$ cat config.mk
export PLATFORM = sky130hd
export DESIGN_NAME = pc_fetch_ctrl_flat
export DESIGN_NICKNAME = d
export VERILOG_FILES = /design/src/rtl/pc_fetch_ctrl_pkg.sv /design/src/rtl/pc_fetch_ctrl_if.sv /design/src/rtl/pc_fetch_ctrl_sat_counter.sv /design/src/rtl/pc_fetch_ctrl.sv /design/src/flat_wrapper.sv
export SDC_FILE = /design/constraint.sdc
export NUM_CORES = 1
export LEC_CHECK = 0
export CORE_MARGIN = 3
export CORE_UTILIZATION = 40
export CTS_BUF_LIST = sky130_fd_sc_hd__clkbuf_8
export CTS_CLUSTER_DIAMETER = 60
export DETAILED_ROUTE_END_ITERATION = 10
export PLACE_DENSITY = 0.65
export SYNTH_ARGS = -nofsm -noshare
export SYNTH_HDL_FRONTEND = slang
export SYNTH_HIERARCHICAL = 1
export SYNTH_SLANG_ARGS = --single-unit
$ cat constraint.sdc
create_clock -name i_clk -period 5.6 [get_ports i_clk]
set_input_delay 1.12 -clock i_clk [delete_from_list [all_inputs] [get_ports i_clk]]
set_output_delay 1.12 -clock i_clk [all_outputs]
set_load 0.1 [all_outputs]
$ cat src/rtl/pc_fetch_ctrl_pkg.sv
// Shared types and defaults for the fetch-stage PC sequencing controller.
package pc_ctrl_pkg;

    localparam int XLEN_DEF  = 32;
    localparam int CNT_W_DEF = 32;

    typedef enum logic [1:0] {
        IDLE  = 2'd0,
        FETCH = 2'd1,
        HOLD  = 2'd2,
        DRAIN = 2'd3
    } pc_fetch_state_e;

endpackage

$ cat src/rtl/pc_fetch_ctrl_if.sv
// Bundle of hazard/branch inputs, imem handshake and PC-register controls.
interface pc_fetch_ctrl_if
    import pc_ctrl_pkg::*;
#(
    parameter int XLEN  = XLEN_DEF,
    parameter int CNT_W = CNT_W_DEF
);

    logic             i_br_taken;
    logic [XLEN-1:0]  i_br_target;
    logic             i_hazard_stall;
    logic             i_imem_ack;
    logic             o_imem_req;
    logic             o_pc_en;
    logic             o_pc_sel;
    logic [XLEN-1:0]  o_redirect_pc;
    logic             o_if_valid;
    logic             o_flush_ifid;
    logic             o_flush_idex;
    logic [CNT_W-1:0] o_stall_cycles;

    // The controller owns every o_* signal.
    modport master (
        input  i_br_taken, i_br_target, i_hazard_stall, i_imem_ack,
        output o_imem_req, o_pc_en, o_pc_sel, o_redirect_pc, o_if_valid,
        output o_flush_ifid, o_flush_idex, o_stall_cycles
    );

    modport slave (
        output i_br_taken, i_br_target, i_hazard_stall, i_imem_ack,
        input  o_imem_req, o_pc_en, o_pc_sel, o_redirect_pc, o_if_valid,
        input  o_flush_ifid, o_flush_idex, o_stall_cycles
    );

endinterface

$ cat src/rtl/pc_fetch_ctrl_sat_counter.sv
// Saturating up-counter; sticks at all-ones instead of wrapping.
module sat_counter #(
    parameter int WIDTH = 32
) (
    input  logic             i_clk,
    input  logic             i_reset,
    input  logic             i_inc,
    output logic [WIDTH-1:0] o_count
);

    logic [WIDTH-1:0] count_q;

    function automatic logic [WIDTH-1:0] sat_inc(input logic [WIDTH-1:0] v);
        if (v == {WIDTH{1'b1}})
            return v;
        return v + {{(WIDTH-1){1'b0}}, 1'b1};
    endfunction

    always_ff @(posedge i_clk or negedge i_reset) begin
        if (!i_reset)
            count_q <= '0;
        else if (i_inc)
            count_q <= sat_inc(count_q);
    end

    assign o_count = count_q;

endmodule

$ cat src/rtl/pc_fetch_ctrl.sv
// Fetch-stage sequencer: chooses advance / hold / redirect for the PC register each cycle.
module pc_fetch_ctrl
    import pc_ctrl_pkg::*;
#(
    parameter int XLEN  = XLEN_DEF,
    parameter int CNT_W = CNT_W_DEF
) (
    input  logic            i_clk,
    input  logic            i_reset,
    pc_fetch_ctrl_if.master bus
);

    pc_fetch_state_e state_q, state_d;
    logic [XLEN-1:0] redir_q, redir_d;

    logic            pc_en;
    logic            pc_sel;
    logic [XLEN-1:0] redirect_pc;
    logic            if_valid;
    logic            flush;
    logic            stall_inc;
    logic [CNT_W-1:0] stall_cycles;

    always_ff @(posedge i_clk or negedge i_reset) begin
        if (!i_reset) begin
            state_q <= IDLE;
            redir_q <= '0;
        end else begin
            state_q <= state_d;
            redir_q <= redir_d;
        end
    end

    // A branch always outranks a load-use stall; the youngest branch owns the redirect register.
    always_comb begin
        state_d     = state_q;
        redir_d     = redir_q;
        pc_en       = 1'b0;
        pc_sel      = 1'b0;
        redirect_pc = '0;
        if_valid    = 1'b0;
        flush       = 1'b0;
        unique case (state_q)
            IDLE: begin
                state_d = FETCH;
            end
            FETCH: begin
                redirect_pc = redir_q;
                if (bus.i_br_taken && bus.i_imem_ack) begin
                    pc_en       = 1'b1;
                    pc_sel      = 1'b1;
                    redirect_pc = bus.i_br_target;
                    flush       = 1'b1;
                end else if (bus.i_br_taken) begin
                    redir_d = bus.i_br_target;
                    flush   = 1'b1;
                    state_d = DRAIN;
                end else if (bus.i_imem_ack && bus.i_hazard_stall) begin
                    if_valid = 1'b1;
                    state_d  = HOLD;
                end else if (bus.i_imem_ack) begin
                    if_valid = 1'b1;
                    pc_en    = 1'b1;
                end
            end
            HOLD: begin
                redirect_pc = redir_q;
                if (bus.i_br_taken) begin
                    pc_en       = 1'b1;
                    pc_sel      = 1'b1;
                    redirect_pc = bus.i_br_target;
                    flush       = 1'b1;
                    state_d     = FETCH;
                end else if (!bus.i_hazard_stall) begin
                    pc_en   = 1'b1;
                    state_d = FETCH;
                end
            end
            DRAIN: begin
                // The word arriving here belongs to the squashed path and is dropped.
                redirect_pc = redir_q;
                if (bus.i_br_taken) begin
                    redir_d = bus.i_br_target;
                    flush   = 1'b1;
                    if (bus.i_imem_ack) begin
                        pc_en       = 1'b1;
                        pc_sel      = 1'b1;
                        redirect_pc = bus.i_br_target;
                        state_d     = FETCH;
                    end
                end else if (bus.i_imem_ack) begin
                    pc_en   = 1'b1;
                    pc_sel  = 1'b1;
                    state_d = FETCH;
                end
            end
            default: begin
                state_d = IDLE;
            end
        endcase
    end

    assign stall_inc = ((state_q == FETCH) || (state_q == HOLD)) && !pc_en;

    sat_counter #(
        .WIDTH (CNT_W)
    ) u_stall_cnt (
        .i_clk   (i_clk),
        .i_reset (i_reset),
        .i_inc   (stall_inc),
        .o_count (stall_cycles)
    );

    assign bus.o_imem_req     = (state_q == FETCH);
    assign bus.o_pc_en        = pc_en;
    assign bus.o_pc_sel       = pc_sel;
    assign bus.o_redirect_pc  = redirect_pc;
    assign bus.o_if_valid     = if_valid;
    assign bus.o_flush_ifid   = flush;
    assign bus.o_flush_idex   = flush;
    assign bus.o_stall_cycles = stall_cycles;

endmodule

$ cat src/flat_wrapper.sv
// flat-port wrapper written by rule: the top's interface ports become plain ports
module pc_fetch_ctrl_flat import pc_ctrl_pkg::*;
#(
    parameter int XLEN  = XLEN_DEF,
    parameter int CNT_W = CNT_W_DEF
)
  (i_clk, i_reset, bus_i_br_taken, bus_i_br_target, bus_i_hazard_stall, bus_i_imem_ack, bus_o_imem_req, bus_o_pc_en, bus_o_pc_sel, bus_o_redirect_pc, bus_o_if_valid, bus_o_flush_ifid, bus_o_flush_idex, bus_o_stall_cycles);
  pc_fetch_ctrl_if #(.XLEN(XLEN), .CNT_W(CNT_W)) bus_i ();
  input  logic i_clk;
  input  logic i_reset;
  input wire logic [$bits(bus_i.i_br_taken)-1:0] bus_i_br_taken;
  input wire logic [$bits(bus_i.i_br_target)-1:0] bus_i_br_target;
  input wire logic [$bits(bus_i.i_hazard_stall)-1:0] bus_i_hazard_stall;
  input wire logic [$bits(bus_i.i_imem_ack)-1:0] bus_i_imem_ack;
  output wire logic [$bits(bus_i.o_imem_req)-1:0] bus_o_imem_req;
  output wire logic [$bits(bus_i.o_pc_en)-1:0] bus_o_pc_en;
  output wire logic [$bits(bus_i.o_pc_sel)-1:0] bus_o_pc_sel;
  output wire logic [$bits(bus_i.o_redirect_pc)-1:0] bus_o_redirect_pc;
  output wire logic [$bits(bus_i.o_if_valid)-1:0] bus_o_if_valid;
  output wire logic [$bits(bus_i.o_flush_ifid)-1:0] bus_o_flush_ifid;
  output wire logic [$bits(bus_i.o_flush_idex)-1:0] bus_o_flush_idex;
  output wire logic [$bits(bus_i.o_stall_cycles)-1:0] bus_o_stall_cycles;
  assign bus_i.i_br_taken = bus_i_br_taken;
  assign bus_i.i_br_target = bus_i_br_target;
  assign bus_i.i_hazard_stall = bus_i_hazard_stall;
  assign bus_i.i_imem_ack = bus_i_imem_ack;
  assign bus_o_imem_req = bus_i.o_imem_req;
  assign bus_o_pc_en = bus_i.o_pc_en;
  assign bus_o_pc_sel = bus_i.o_pc_sel;
  assign bus_o_redirect_pc = bus_i.o_redirect_pc;
  assign bus_o_if_valid = bus_i.o_if_valid;
  assign bus_o_flush_ifid = bus_i.o_flush_ifid;
  assign bus_o_flush_idex = bus_i.o_flush_idex;
  assign bus_o_stall_cycles = bus_i.o_stall_cycles;
  pc_fetch_ctrl #(.XLEN(XLEN), .CNT_W(CNT_W)) u_core (.i_clk(i_clk), .i_reset(i_reset), .bus(bus_i));
endmodule
==> results of run 1 <==
area by class of cell:
cell class                      instances  area, um^2  share of cell area
Sequential cell                        66        1650               0.300
Inverter                                5        18.8             0.00341
Clock buffer                           11         151              0.0275
Tap cell                              136         170              0.0309
Timing Repair Buffer                  111         998               0.181
Clock inverter                          4        27.5             0.00500
Multi-Input combinational cell        292        2490               0.452
worst max-delay path: stages:
cell             delay, ns
clkdlybuf4s50_1       0.55
nand2_2               0.55
buf_4                 0.38
mux2_1                0.36
a22oi_1               0.19
nor2_1                0.06
buf_4                 0.24
layout by cell type, fill, tap and decap left out, types with 2 or more instances in the layout:
cell type        netlist  layout
a21oi_1                2       2
and3_2                 3       3
mux2_4                21      21
and2_1                 2       2
xor2_1                 9       9
nand2_1               14      14
clkinvlp_4             0       3
ha_1                   8       8
inv_1                  5       5
nand2_2                2       2
and3_1                 5       5
nand4_1               16      16
nor2_1                38      38
mux2_1                11      11
buf_4                  5      41
mux2i_1                3       3
and4_2                 2       2
buf_2                  6       2
mux2_2                66      66
nor3_1                 7       7
nand3_1                8       8
dfrtp_1               66      66
a31oi_1                2       2
xnor2_1               20      20
a22oi_1               32      32
nor2b_1                4       4
clkbuf_8               0      11
clkdlybuf4s50_1        0      68
per-stage QoR:
| step | std cells | worst slack [ns] |
|---|---|---|
| floorplan | 391 | 0.145 |
| global placement | 610 | 1.06 |
| detailed placement | 610 | 1.02 |
| CTS | 625 | 1.02 |
| global route | 625 | 0.895 |
| finish | 625 | 1.01 |
registers in the layout, summed over array words and instances, names as in the netlist:
signal / count
u_core/redir_q: 32
u_core/state_q: 2
u_core/u_stall_cnt/o_count: 32
path summary, 6_finish.rpt:
| path | start | to | slack [ns] | cells past startpoint |
|---|---|---|---|---|
| worst max-delay path | bus_i_imem_ack | bus_o_redirect_pc[5] | 1.01 | 7 |
| max in group asynchronous | i_reset | u_core/redir_q[14] | 4.03 | 2 |
| min in group asynchronous | i_reset | u_core/redir_q[7] | 0.96 | 2 |
| worst min-delay path | u_core/u_stall_cnt/o_count[15] | u_core/u_stall_cnt/o_count[15] | 0.51 | 1 |
| worst min register to register | u_core/u_stall_cnt/o_count[15] | u_core/u_stall_cnt/o_count[15] | 0.51 | 1 |
| worst max register to register | u_core/state_q[0] | u_core/u_stall_cnt/o_count[29] | 2.49 | 10 |
kinds of logic (layout without fill, tap and decap cells):
| family | after synthesis | after routing | share of synthesized area |
|---|---|---|---|
| simple gates | 112 | 112 | 0.138 |
| mux | 101 | 101 | 0.280 |
| fa+ha+maj | 8 | 8 | 0.0232 |
| buf+inv | 33 | 131 | 0.0417 |
| xor+xnor | 29 | 29 | 0.0588 |
| flops | 66 | 66 | 0.382 |
| compound gates | 42 | 42 | 0.0758 |
routing by layer:
layer	vias up	wire length, um
li1	1599	-
met1	1671	4860
met2	86	4830
met3	8	635
met4	0	93
met5	-	0
==> run summary, run 1 <==
MaxCap Viol Count - 0
Mapped Avg Cell Area - 11.1 um^2
Req. time, crit path - 4.48 ns
fraction of layout cells with a size suffix above 1 - 0.323
Core ar. - 10400 um^2
RSZ-0062 raised after global routing - no
Post-synth top cells - dfrtp_1, mux2_2, nor2_1
share of Yosys cell area claimed by the top area cell type - 0.382
Max Fclk - 218 MHz
ANT nets after route - 0
filler instances - 953
CTS tree - built
final hold violations - 0
Final Core Density - 0.529
DRT Wirelength - 10400 um
Die ar. - 12100 um^2
Nets - 530
# diodes - 0
clk buf depth - 2
first-pass GRT wire length - 16700 um
final worst-path cycle share - 0.820
Area growth syn-to-layout - 27.4%
vias in the first global route - 3313
grt total ovfl - 0
Fin Hold WS - 0.508 ns
met1 Use GR - 0.239
Final min period - 4.59 ns
Clock Skews - 0.00617 ns
post-route design area - 5510 um^2
post-CTS setup buffer count - 0
number of vias per cell - 5.38
I/O Buffers - 106
Die W - 110 um
GR peak layer - met2
Total GRT Usage - 0.175
actual slew at the worst max-slew pin - 1.21 ns
post-synthesis register bit count - 66
cts bufs inserted - 9
Worst slew margin - 0.194
latest clock arrival within the worst-skew pair - 0.33 ns
IO Pins - 107
HP Class - flop to flop
Post-synth EDFFs - 0
Starting Density - 0.415
routability cong. - 0.751
post-cts sizing count - 0
Setup Crit Path Kind - input pin to output port
Worst EP arrival - 3.47 ns
crit path max fanout - 21
vias - 3364
Die Ht - 110 um
CTS Hold Bufs - 0
Sum Neg Setup Slack - 0 ns
Max Slew Vio Count - 0
Root Buffer - clkbuf_8
clock sinks - 66
endpoints failing setup - 0
Placed Instance Area - 5330 um^2
pin count of the biggest net entering global routing - 67
Crit. End Element - output port
Synthesized Nets - 436
GR Util met2 - 0.282
post-synthesis cell type count - 45
Worst setup SP type - input pin
initial detailed-routing violation count - 101
Cell Rows - 37
status - finished clean
Syn Inst Count - 391
sequential area share after synthesis - 0.382
Post-Syn Area - 4320 um^2
Syn. warnings - 6
share of synthesized registers carrying an async set or reset - 1.00
clock slew at reported path FFs - 0.07 ns
DRC - 0
initial antenna violation count - 0
largest cells by area after synthesis - dfrtp_1, mux2_2, mux2_4
DRT Pass-1 Iters - 4
H-tree levels - 3
met3 usage - 0.0352
wire per inst - 16.7 um
dominant cell type by area after synthesis - dfrtp_1
hpwl dp - 6870 um
Synth Flop Type - dfrtp_1
Power of run 1 is not shown: default switching activity piles up to over one toggle a cycle in this logic, so the estimate is an artifact.
==> inputs of run 2 (changes only) <==
- clock period: 5.6 -> 4.7 ns (I/O delays scaled with it)
==> run summary, run 2 (same netlist as run 1, synthesis figures left out) <==
Core ar. - 10400 um^2
Clock Skews - 0.00712 ns
wire per inst - 17.0 um
Max Slew Vio Count - 0
I/O Buffers - 106
Setup Crit Path Kind - input pin to output port
Crit. End Element - output port
latest clock arrival within the worst-skew pair - 0.34 ns
final worst-path cycle share - 0.807
hpwl dp - 7380 um
crit path max fanout - 28
filler instances - 911
fraction of layout cells with a size suffix above 1 - 0.331
RSZ-0062 raised after global routing - no
routability cong. - 0.768
critical-path cell list - clkdlybuf4s50_1 > nand2_2 > buf_12 > mux2_4 > a22oi_1 > nor2_1 > buf_12
endpoints failing setup - 0
DRC - 0
DP Worst Slack - 0.929 ns
status - finished clean
clock slew at reported path FFs - 0.07 ns
Worst slew margin - 0.317
IO Pins - 107
Die Ht - 110 um
Nets - 532
Fin Hold WS - 0.502 ns
Final Core Density - 0.569
Max Fclk - 264 MHz
CP max-delay cell - clkdlybuf4s50_1
most frequent cells in the layout - clkdlybuf4s50_1, mux2_2, dfrtp_1, nor2_1, buf_12
Sum Neg Setup Slack - 0 ns
ANT nets after route - 0
Starting Density - 0.415
Cell Rows - 37
# diodes - 0
first-pass GRT wire length - 17200 um
HP Class - flop to flop
final hold violations - 0
DRT Pass-1 Iters - 4
MaxCap Viol Count - 0
Final min period - 3.79 ns
vias in the first global route - 3441
Root Buffer - clkbuf_8
CTS tree - built
initial detailed-routing violation count - 105
clk buf depth - 2
reg2reg setup slack - 2.03 ns
pin count of the biggest net entering global routing - 37
Area growth syn-to-layout - 37.2%
H-tree levels - 3
grt total ovfl - 0
number of vias per cell - 5.42
CTS Hold Bufs - 0
cts bufs inserted - 9
worst setup margin - 0.907 ns
Req. time, crit path - 3.76 ns
slowest stage delay, CP - 0.63 ns
Worst EP arrival - 2.85 ns
vias - 3402
Worst setup SP type - input pin
Die ar. - 12100 um^2
clock sinks - 66
commonest non-fill, non-tap cell in the layout - clkdlybuf4s50_1
post-CTS setup buffer count - 0
initial antenna violation count - 0
actual slew at the worst max-slew pin - 1.02 ns
post-cts sizing count - 0
Die W - 110 um
cell mode on critical path - buf_12
Total GRT Usage - 0.180
DRT Wirelength - 10600 um
[run 2: cell count changes in the layout (fill, tap and decap cells not counted)]
cell / delta
nor3b_1: -1
clkinv_4: +1
clkbuf_8: -2
buf_4: -30
clkinv_2: +2
buf_12: +33
nor3b_2: +1
clkdlybuf4s50_1: -1
[run 2: layer usage]
metal  GRT usage  wire, um  vias to the layer above
li1            -         -                     1599
met1       0.240      4880                     1690
met2       0.292      5060                      105
met3      0.0452       650                        8
met4      0.0427        63                        0
met5           0         0                        -
[run 2: final cells by class]
type | count | area [um^2] | share of cell area
Tap cell | 136 | 170 | 0.0287
Inverter | 5 | 18.8 | 0.00316
Timing Repair Buffer | 113 | 1420 | 0.240
Clock buffer | 9 | 124 | 0.0209
Clock inverter | 7 | 46.3 | 0.00781
Multi-Input combinational cell | 292 | 2500 | 0.421
Sequential cell | 66 | 1650 | 0.278
[run 2: worst max-delay path: cells and delay by family]
| family | cells | cell delay [ns] |
|---|---|---|
| buffers and inverters | 3 | 1.06 |
| and+or+nand+nor | 2 | 0.31 |
| AOI/OAI and AO/OA | 1 | 0.20 |
| muxes | 1 | 0.31 |
[run 2: path summary, 6_finish.rpt]
path,depth (start not counted),endpoint,from
setup / recovery,7,bus_o_redirect_pc[25],bus_i_imem_ack
hold / removal,1,u_core/u_stall_cnt/o_count[17],u_core/u_stall_cnt/o_count[17]
min in group asynchronous,1,u_core/redir_q[3],i_reset
max in group asynchronous,2,u_core/u_stall_cnt/o_count[12],i_reset
setup reg to reg,9,u_core/u_stall_cnt/o_count[1],u_core/state_q[0]
hold reg to reg,1,u_core/u_stall_cnt/o_count[17],u_core/u_stall_cnt/o_count[17]
[run 2: through the flow]
step	area [um^2]	cells
3_3_place_gp	5760	612
4_1_cts	5930	628
5_1_grt	5930	628
6_report	5930	628
3_5_place_dp	5760	612
2_1_floorplan	4330	391
Power of run 2 is left out for the same reason.
